`src/rtl/eth_pkg.sv`:
```
`default_nettype none
// ============================================================================
// Module      : eth_pkg
// Description : Shared types and sizing helpers for the Ethernet TX frame
//               arbiter and its round-robin picker.
//               Contents:
//                 arb_state_t    - arbiter FSM state encoding (IDLE, XFER)
//                 grant_width()  - index width for N ports, never below 1
//                 GRANT_WIDTH    - index width for the default 4-port build
// Revision    : 1.0 - initial release
// ============================================================================
package eth_pkg;

    typedef enum logic [0:0] {
        IDLE = 1'b0,
        XFER = 1'b1
    } arb_state_t;

    // A one-port build still needs a 1-bit index so ports never collapse
    // to zero width.
    function automatic int grant_width(input int n);
        return (n > 1) ? $clog2(n) : 1;
    endfunction

    localparam int DEFAULT_NUM_PORTS = 4;
    localparam int GRANT_WIDTH       = grant_width(DEFAULT_NUM_PORTS);

endpackage
`default_nettype wire

```
`src/rtl/eth_tx_frame_arbiter_rr_select.sv`:
```
`default_nettype none
// ============================================================================
// Module      : rr_select
// Description : Combinational round-robin priority picker. Returns the first
//               asserted request found scanning upward from last+1, wrapping
//               modulo NUM_PORTS.
//               Ports:
//                 req  [NUM_PORTS]   in  request vector
//                 last [GRANT_WIDTH] in  most recently served index
//                 idx  [GRANT_WIDTH] out selected index (0 when none)
//                 any                out at least one request present
// Revision    : 1.0 - initial release
// ============================================================================
module rr_select #(
    parameter int NUM_PORTS   = 4,
    parameter int GRANT_WIDTH = 2
) (
    input  logic [NUM_PORTS-1:0]   req,
    input  logic [GRANT_WIDTH-1:0] last,
    output logic [GRANT_WIDTH-1:0] idx,
    output logic                   any
);

    int w_dist;
    int w_best;

    // Each requester's distance from last+1 in the circular order; the
    // smallest distance wins. This avoids indexing with a computed value.
    always_comb begin
        idx    = '0;
        any    = 1'b0;
        w_dist = 0;
        w_best = NUM_PORTS;
        for (int p = 0; p < NUM_PORTS; p++) begin
            if (req[p]) begin
                w_dist = (p + NUM_PORTS - 1 - int'(last)) % NUM_PORTS;
                if (w_dist < w_best) begin
                    w_best = w_dist;
                    idx    = GRANT_WIDTH'(p);
                    any    = 1'b1;
                end
            end
        end
    end

endmodule
`default_nettype wire

```
`src/rtl/eth_tx_frame_arbiter.sv`:
```
`default_nettype none
// ============================================================================
// Module      : eth_tx_frame_arbiter
// Description : Frame-granular round-robin arbiter sharing one MAC TX
//               AXI-Stream input among NUM_PORTS sources. A granted port owns
//               the MAC until its tlast handshake. There is one idle
//               arbitration cycle between frames.
//               Ports:
//                 i_tx_clk, i_tx_reset         clock, sync active-high reset
//                 s_axis_tdata/tkeep/tvalid/tlast  packed per-port input
//                 s_axis_trdy                  per-port ready
//                 m_axis_*                     stream to the MAC
//                 o_grant                      currently granted port
//                 o_busy                       high while a frame is passed
//                 o_frame_cnt                  per-port saturating frame count
// Revision    : 1.0 - initial release
// ============================================================================
module eth_tx_frame_arbiter
    import eth_pkg::*;
#(
    parameter int DATA_WIDTH = 32,
    parameter int CTRL_WIDTH = DATA_WIDTH / 8,
    parameter int NUM_PORTS  = 4,
    parameter int CNT_WIDTH  = 16,
    localparam int GNT_WIDTH = grant_width(NUM_PORTS)
) (
    input  logic                            i_tx_clk,
    input  logic                            i_tx_reset,
    input  logic [NUM_PORTS*DATA_WIDTH-1:0] s_axis_tdata,
    input  logic [NUM_PORTS*CTRL_WIDTH-1:0] s_axis_tkeep,
    input  logic [NUM_PORTS-1:0]            s_axis_tvalid,
    input  logic [NUM_PORTS-1:0]            s_axis_tlast,
    output logic [NUM_PORTS-1:0]            s_axis_trdy,
    output logic [DATA_WIDTH-1:0]           m_axis_tdata,
    output logic [CTRL_WIDTH-1:0]           m_axis_tkeep,
    output logic                            m_axis_tvalid,
    output logic                            m_axis_tlast,
    input  logic                            m_axis_trdy,
    output logic [GNT_WIDTH-1:0]            o_grant,
    output logic                            o_busy,
    output logic [NUM_PORTS*CNT_WIDTH-1:0]  o_frame_cnt
);

    arb_state_t           r_state;
    arb_state_t           w_state_nxt;
    logic [GNT_WIDTH-1:0] r_grant;
    logic [GNT_WIDTH-1:0] r_last;
    logic [GNT_WIDTH-1:0] w_sel_idx;
    logic                 w_sel_any;
    logic                 w_done;
    logic [CNT_WIDTH-1:0] r_cnt [NUM_PORTS];

    rr_select #(
        .NUM_PORTS   (NUM_PORTS),
        .GRANT_WIDTH (GNT_WIDTH)
    ) u_rr_select (
        .req  (s_axis_tvalid),
        .last (r_last),
        .idx  (w_sel_idx),
        .any  (w_sel_any)
    );

    always_ff @(posedge i_tx_clk) begin
        if (i_tx_reset) begin
            r_state <= IDLE;
        end else begin
            r_state <= w_state_nxt;
        end
    end

    // Next state and the granted-port pass-through. In IDLE every output is
    // quiet so a frame can never start in the same cycle it is selected.
    always_comb begin
        w_state_nxt   = r_state;
        m_axis_tdata  = '0;
        m_axis_tkeep  = '0;
        m_axis_tvalid = 1'b0;
        m_axis_tlast  = 1'b0;
        s_axis_trdy   = '0;
        o_busy        = 1'b0;
        w_done        = 1'b0;
        case (r_state)
            IDLE: begin
                if (w_sel_any) begin
                    w_state_nxt = XFER;
                end
            end
            XFER: begin
                o_busy = 1'b1;
                for (int k = 0; k < NUM_PORTS; k++) begin
                    if (r_grant == GNT_WIDTH'(k)) begin
                        m_axis_tdata   = s_axis_tdata[k*DATA_WIDTH +: DATA_WIDTH];
                        m_axis_tkeep   = s_axis_tkeep[k*CTRL_WIDTH +: CTRL_WIDTH];
                        m_axis_tvalid  = s_axis_tvalid[k];
                        m_axis_tlast   = s_axis_tlast[k];
                        s_axis_trdy[k] = m_axis_trdy;
                    end
                end
                w_done = m_axis_tvalid & m_axis_trdy & m_axis_tlast;
                if (w_done) begin
                    w_state_nxt = IDLE;
                end
            end
            default: begin
                w_state_nxt = IDLE;
            end
        endcase
    end

    // Grant is captured only in IDLE, so it is frozen for the whole frame
    // regardless of tvalid gaps on the owning port.
    always_ff @(posedge i_tx_clk) begin
        if (i_tx_reset) begin
            r_grant <= '0;
            r_last  <= GNT_WIDTH'(NUM_PORTS - 1);
        end else begin
            if (r_state == IDLE && w_sel_any) begin
                r_grant <= w_sel_idx;
            end
            if (w_done) begin
                r_last <= r_grant;
            end
        end
    end

    always_ff @(posedge i_tx_clk) begin
        if (i_tx_reset) begin
            for (int k = 0; k < NUM_PORTS; k++) begin
                r_cnt[k] <= '0;
            end
        end else if (w_done) begin
            for (int k = 0; k < NUM_PORTS; k++) begin
                if (r_grant == GNT_WIDTH'(k) && r_cnt[k] != {CNT_WIDTH{1'b1}}) begin
                    r_cnt[k] <= r_cnt[k] + 1'b1;
                end
            end
        end
    end

    assign o_grant = r_grant;

    generate
        for (genvar g = 0; g < NUM_PORTS; g++) begin : g_cnt
            assign o_frame_cnt[g*CNT_WIDTH +: CNT_WIDTH] = r_cnt[g];
        end
    endgenerate

endmodule
`default_nettype wire

```
`config.mk`:
```
export PLATFORM = sky130hd
export DESIGN_NAME = eth_tx_frame_arbiter
export DESIGN_NICKNAME = d
export VERILOG_FILES = /design/src/rtl/eth_pkg.sv /design/src/rtl/eth_tx_frame_arbiter_rr_select.sv /design/src/rtl/eth_tx_frame_arbiter.sv
export SDC_FILE = /design/constraint.sdc
export NUM_CORES = 1
export LEC_CHECK = 0
export CORE_AREA = 4 4 135 137
export CTS_CLUSTER_SIZE = 28
export DETAILED_ROUTE_END_ITERATION = 8
export DIE_AREA = 0 0 139 141
export RECOVER_POWER = 25
export SYNTH_ARGS = -nofsm -noshare
export SYNTH_HDL_FRONTEND = slang
export SYNTH_SLANG_ARGS = --single-unit
export TNS_END_PERCENT = 10
```
`constraint.sdc`:
```
create_clock -name i_tx_clk -period 3.4 [get_ports i_tx_clk]
set_input_delay 0.68 -clock i_tx_clk [delete_from_list [all_inputs] [get_ports i_tx_clk]]
set_output_delay 0.68 -clock i_tx_clk [all_outputs]
set_load 0.05 [all_outputs]
```
==> impl_summary.md <==
Global routing
The via count of the first global-routing pass was between 5000 and 6000. The first global-routing pass estimated between 20000 and 30000 um of wire. The global routing usage summed across all routing layers is 0.188. Entering global routing, the biggest net connects 44 pins. The number of antenna violations at the first check in global routing is 1. The total overflow left after global routing is 0.

Floorplanning
The die is around 140 um tall. The region available for standard cell placement spans about 17000 um^2. In this run the horizontal extent of the chip is between 100 and 150 um.

The count of standard-cell rows is 48. The area of the die is just under 20000 um^2. For this configuration, the core starts out at a cell density of 0.303. The top-level port count is 264.

Power and ir drop
Dividing total power by cell area gives a power density of between 300 and 400 nW/um^2. The analysis attributes to cell leakage a power of between 2 and 3 nW. The internal portion of the total power is ~2.1 mW. IR analysis of the VDD net gives a maximum drop of around 170 uV.

Of the total power, the share spent switching nets is 0.325. The part of the power in registers is 0.332. In this run the power spent charging and discharging nets is about 1.0 mW. The share of total power dissipated in the clock network is 0.316. The share of total power dissipated in combinational logic is 0.352.

Critical path
The end of the worst register-to-register path is r_cnt[3][4]$_SDFFCE_PN0P_. Walking the worst path, the cells encountered are buf_12, mux4_2, and2_1, clkdlybuf4s50_1. The slowest stage cell on the critical path is sky130_fd_sc_hd__clkdlybuf4s50_1. Data arrives at the worst endpoint at about 2500 ps. The setup path with the least slack is of type register to output pin. STA classifies the critical path startpoint as a register. The start of the worst register-to-register path is o_grant[0]$_SDFFE_PP0P_. The length in cells of the worst reg-to-reg path is 7. The setup check on the worst reg-to-reg path leaves a slack of approximately 550 ps. The launch point of the worst path is o_grant[0]$_SDFFE_PP0P_.

For this run, the slowest stage of the critical path takes ~700 ps. The capturing element type of the critical path is an output pin. Along the worst path, the maximum fanout reaches 20. The critical path's top delay family is buffers and inverters. Together, buffers and inverters on the worst path number 2. At the worst endpoint, the required time is 2720 ps.

Synth
During synthesis, Yosys emitted a total of 0 warnings. The distinct cell type count after synthesis is 52. The adder-cell area share of the yosys netlist is 0.0145.

The number of synthesized register bits is between 60 and 70. Synthesis handed over a netlist of roughly 480 instances. The commonest register cell after synthesis is sky130_fd_sc_hd__edfxtp_1. The share of the synthesized netlist area taken by xor and xnor gates is 0.0866. The share of flip-flops with an asynchronous set or reset after synthesis is 0. After synthesis, the mean cell area works out to roughly 11 um^2.

The multiplexer fraction of the synthesized cell area is 0.168. The compound-cell area share of the yosys netlist is 0.0587. By area, the combinational part of the netlist is dominated by simple AND/OR/NAND/NOR gates. The share of the Yosys chip area taken by registers is 0.392. The number of enable-type register cells in the synthesized netlist is 64. The total nets after synthesis is 640.

Of the total synthesized cell area, the portion taken by AND, OR, NAND and NOR gates is 0.236. The synthesized netlist occupies a cell area of 5160 um^2.

Detailed routing
The total wirelength of the detailed-routed design is around 19000 um. The count of routing violations after the opening detailed-route iteration is approximately 340. The first-pass detailed-route iteration total is 5. The total number of vias is between 5000 and 6000. The count of nets left with antenna violations once routing finished came out at 0.

The remaining routing DRC violations is 0. The via density per instance is between 5 and 6. In the final routed layout, each cell accounts on average for a little under 20 um.

Min path
The endpoint of the worst hold path is r_last[0]$_SDFFE_PP1P_. The start point of the worst min-delay path is r_last[0]$_SDFFE_PP1P_. The worst hold path was traced through 2 stages. In this run the worst hold path is classified as register to register.

Clock network
Buffers inserted to repair hold after CTS numbered 0. The clock reaches the later pin of the worst-skew pair after about 330 ps. TritonCTS built the clock tree. The buffer levels on the longest clock path is 2. The count of instances resized after the clock tree is built is 0. After clock tree synthesis, the clock-pin slew on the worst setup and hold paths is 50 ps.

The maximum level of the CTS H-tree is 3. The tree is rooted in a sky130_fd_sc_hd__clkbuf_16. The number of clock sinks seen by CTS is around 70. Clock tree synthesis inserted a total of 9 buffers.

The number of post-CTS setup repair buffers is 0.

Timing
The ratio of final minimum period to clock period is 0.925. Adding up every negative setup slack in the final design gives 0 ps. Across the routed clock network, the largest skew measured is 4.66 ps. Setup violations remaining at the end of the flow were counted as 0. The final hold violation count is 0. The worst slew margin relative to its limit is 0.616.

Setup repair after global routing left no endpoint under its margin. The actual transition at the worst max-transition pin is 574 ps. The clock period minus final worst setup slack is between 3000 and 4000 ps. For this run, the top clock speed supported by timing is roughly 0.32 GHz. The count of pins over their slew limit is 0.

Cells and area
For this run, the share of the core covered by cells in the final layout is 0.491. The synthesis-to-finish area growth is 62.4%. The final layout net count is between 900 and 1000. The fraction of final layout cells sized beyond drive strength 1 is 0.143.

Place
The final weighted congestion in routability-driven placement is around 0.89. After legalization and detailed placement, the total HPWL measured 15300 um. The port buffer count is 263.

Status
The flow ran to the end, and the final reports show no timing, DRC or antenna violations.

Run
Across the run, the number of max-cap violations was 0.
## final cells by class
cell class / count / area (um^2)
inverter: 22 / 82.6
antenna: 1 / 2.50
tap: 225 / 282
sequential: 69 / 2030
clock buffer: 10 / 229
fill: 1547 / 8670
timing repair buffer: 280 / 2770
multi-input combinational: 360 / 2920
clock inverter: 5 / 76.3
## power by group through the flow
stage | Clock (mW) | Combinational [mW] | Sequential, mW
5_1_grt | 1.04 | 1.16 | 1.04
3_3_place_gp | 0 | 1.11 | 1.05
4_1_cts | 1.00 | 1.12 | 1.04
2_1_floorplan | 0 | 0.529 | 1.16
6_report | 0.982 | 1.10 | 1.03
3_5_place_dp | 0 | 1.11 | 1.05
## through the flow
stage               worst slack [ps]  hold slack, ps  instances  area (um^2)  total power, mW
floorplan                        140             523        479         5160             1.69
global placement                 259             558        956         8080             2.16
detailed placement               278             590        956         8080             2.16
CTS                              218             598        971         8380             3.16
global route                    69.5             638        972         8380             3.24
finish                           257             592        972         8380             3.11
## layer usage
| layer | vias up | share of wire | global-route usage | routed length [um] |
|---|---|---|---|---|
| met3 | 18 | 0.083 | 0.0624 | 1600 |
| li1 | 2355 | - | - | - |
| met5 | - | 0 | 0 | 0 |
| met4 | 0 | 0.017 | 0.0572 | 335 |
| met1 | 2450 | 0.38 | 0.208 | 7190 |
| met2 | 202 | 0.52 | 0.344 | 10000 |
## state kept, by name (all words and copies together), names as in the netlist
register,count
r_cnt,64
r_state,1
r_last,2
o_grant,2
## cells in the mapped netlist (10+ instances only)
cell type	number	share of area
sky130_fd_sc_hd__nor4_1	16	0.019
sky130_fd_sc_hd__xnor2_1	40	0.068
sky130_fd_sc_hd__nor3_1	60	0.058
sky130_fd_sc_hd__buf_2	10	0.0097
sky130_fd_sc_hd__clkbuf_1	14	0.010
sky130_fd_sc_hd__and2_1	36	0.044
sky130_fd_sc_hd__xor2_1	11	0.019
sky130_fd_sc_hd__nand3_1	29	0.028
sky130_fd_sc_hd__mux4_2	37	0.16
sky130_fd_sc_hd__o21ai_0	10	0.0097
sky130_fd_sc_hd__nor2_1	23	0.017
sky130_fd_sc_hd__edfxtp_1	64	0.37
sky130_fd_sc_hd__nand2_1	20	0.015
sky130_fd_sc_hd__inv_1	21	0.015
## cell families after synthesis
| group | Yosys count |
|---|---|
| fa+ha+maj | 6 |
| xor+xnor | 51 |
| mux | 40 |
| flops | 69 |
| compound gates | 42 |
| simple gates | 221 |
| buf+inv | 50 |
## worst max path at each step
| stage | end | cells after the start |
|---|---|---|
| 2_1_floorplan | r_cnt[1][0]$_SDFFCE_PN0P_ | 6 |
| 3_3_place_gp | m_axis_tdata[1] | 4 |
| 3_5_place_dp | m_axis_tdata[7] | 4 |
| 4_1_cts | m_axis_tdata[19] | 4 |
| 5_1_grt | m_axis_tlast | 5 |
| 6_report | m_axis_tdata[18] | 4 |
## tightest hold or removal path: cells and delay by family, from the launching register on
kind            cells  cell delay (ps)
compound gates      1              100
flops               1              360
simple gates        1               70
## cells in the final DEF (no fill, tap or decap), types with 2 or more instances in the layout
cell type	Yosys	routed
sky130_fd_sc_hd__o31ai_1	3	2
sky130_fd_sc_hd__or4_1	2	2
sky130_fd_sc_hd__xor2_1	11	11
sky130_fd_sc_hd__nand4_1	8	8
sky130_fd_sc_hd__nand3_1	29	28
sky130_fd_sc_hd__inv_1	21	21
sky130_fd_sc_hd__mux4_2	37	37
sky130_fd_sc_hd__and2_1	36	36
sky130_fd_sc_hd__edfxtp_1	64	64
sky130_fd_sc_hd__nand2_1	20	20
sky130_fd_sc_hd__nor2b_1	2	2
sky130_fd_sc_hd__and4_1	3	3
sky130_fd_sc_hd__nor3_2	8	8
sky130_fd_sc_hd__buf_12	1	5
sky130_fd_sc_hd__buf_4	0	32
sky130_fd_sc_hd__bufinv_16	0	2
sky130_fd_sc_hd__clkdlybuf4s50_1	0	185
sky130_fd_sc_hd__nand2b_1	3	3
sky130_fd_sc_hd__a31o_2	2	2
sky130_fd_sc_hd__dfxtp_1	5	3
sky130_fd_sc_hd__clkbuf_1	14	2
sky130_fd_sc_hd__a211oi_1	7	7
sky130_fd_sc_hd__nor4_1	16	16
sky130_fd_sc_hd__dlygate4sd3_1	0	57
sky130_fd_sc_hd__o21ai_0	10	7
sky130_fd_sc_hd__ha_1	6	6
sky130_fd_sc_hd__mux2_2	2	2
sky130_fd_sc_hd__o21ai_1	1	4
sky130_fd_sc_hd__nor2_1	23	23
sky130_fd_sc_hd__or3_1	5	5
sky130_fd_sc_hd__nor3_1	60	60
sky130_fd_sc_hd__a21oi_1	7	7
sky130_fd_sc_hd__clkbuf_16	0	9
sky130_fd_sc_hd__xnor2_1	40	40
Power figures use the tool's default switching activity.
==> RTL edit: new RTL, same flow settings <==
Change the parameter `CNT_WIDTH` from 16 to 20.
--- a/src/rtl/eth_tx_frame_arbiter.sv
+++ b/src/rtl/eth_tx_frame_arbiter.sv
@@ -21,7 +21,7 @@
     parameter int DATA_WIDTH = 32,
     parameter int CTRL_WIDTH = DATA_WIDTH / 8,
     parameter int NUM_PORTS  = 4,
-    parameter int CNT_WIDTH  = 16,
+    parameter int CNT_WIDTH  = 20,
     localparam int GNT_WIDTH = grant_width(NUM_PORTS)
 ) (
     input  logic                            i_tx_clk,
Ports: changed (resized o_frame_cnt); port bits go from 264 to 280. The function was not compared with the original's and may differ.
==> RTL edit against the unedited design <==
- synthesized cell count grew 19%
- sequential share of layout area is 2.1 points higher
- cell area grew 14%
- sequential power rose by 24%
- area after synthesis up 19%
- cell count increased by 11%
- first-iteration DRC count fell by 36%
- setup slack got worse by 0.11 ns
- routed wire length is 16% higher
- total power is 13% higher
- sequential cell count is 16 higher
- highest routed layer is now met5
==> RTL edit: results (changes against the unedited design) <==
stage,metric,value,unit,change
grt,first-pass GRT wire length,34.0,mm,+17%
final_layout,fin nets,1007,,+12%
run_status,status,"finished, final reports clean",,
final_layout,max reg flops,80,,+25%
power_and_ir_drop,total power,3.52,mW,+13%
drt,final wirelength,22.2,mm,+16%
grt,vias in the first global route,5880,,+11%
power_and_ir_drop,sequential logic power,1.28,mW,+24%
timing,Clock Skews,0.00517,ns,+0.000503 ns
synthesis,Post-synth top cells,"edfxtp_1 (80), nor3_1 (69), and2_1 (42)",,
final_layout,Layout fillers,1512,,-2.3%
critical_path,Crit Path Max Fanout,25,,+25%
grt,initial antenna violation count,5,,+4
power_and_ir_drop,Max IR drop VDD,269,uV,+59%
synthesis,Post-synth EDFFs,80,,+25%
place,placed cell count,1060,,+11%
grt,largest net degree at the start of global routing,41,,-6.8%
synthesis,Cells after Synth,571,,+19%
timing,Worst-Margin Slew,0.659,ns,+0.0855 ns
power_and_ir_drop,Power Clock,1.11,mW,+13%
final_layout,share of layout cells above drive strength 1,0.119,,-0.0246
grt,Tot GR Track Use,0.218,,+0.0298
critical_path,flop2flop setup slack,0.57,ns,+0.02 ns
place,Port-buffer cells,279,,+6.1%
min_path,WHS Path Cells,1,,-1
critical_path,R2R Path End,r_cnt[0][13],,
critical_path,Reg-to-Reg Start,o_grant[1],,
drt,initial DRC count,217,,-36%
place,routability cong.,0.951,,+7.1%
place,DP HPWL,17.5,mm,+15%
==> RTL edit: layout make-up <==
cell class / instances / area [um2] / share of cell area
antenna: 4 / 10.0 / 0.00105
sequential: 85 / 2510 / 0.263
clock inverter: 5 / 100 / 0.0105
tap: 225 / 282 / 0.0295
clock buffer: 10 / 229 / 0.0240
multi-input combinational: 435 / 3400 / 0.357
timing repair buffer: 298 / 2950 / 0.309
inverter: 17 / 63.8 / 0.00669
==> RTL edit: cell families after synthesis <==
| family | synth area share |
|---|---|
| DFF | 0.409 |
| AOI/OAI and AO/OA | 0.0854 |
| buffers and inverters | 0.0360 |
| xor gates and xnor gates | 0.0729 |
| adders and majority gates | 0.0123 |
| muxes | 0.141 |
| and+or+nand+nor | 0.243 |
==> RTL edit: per-layer routing <==
metal / GRT usage / routed length [um] / vias to the layer above
li1: - / - / 2763
met1: 0.264 / 8820 / 2865
met2: 0.390 / 11500 / 231
met3: 0.0421 / 1250 / 35
met4: 0.0742 / 646 / 2
met5: 0 / 13 / -
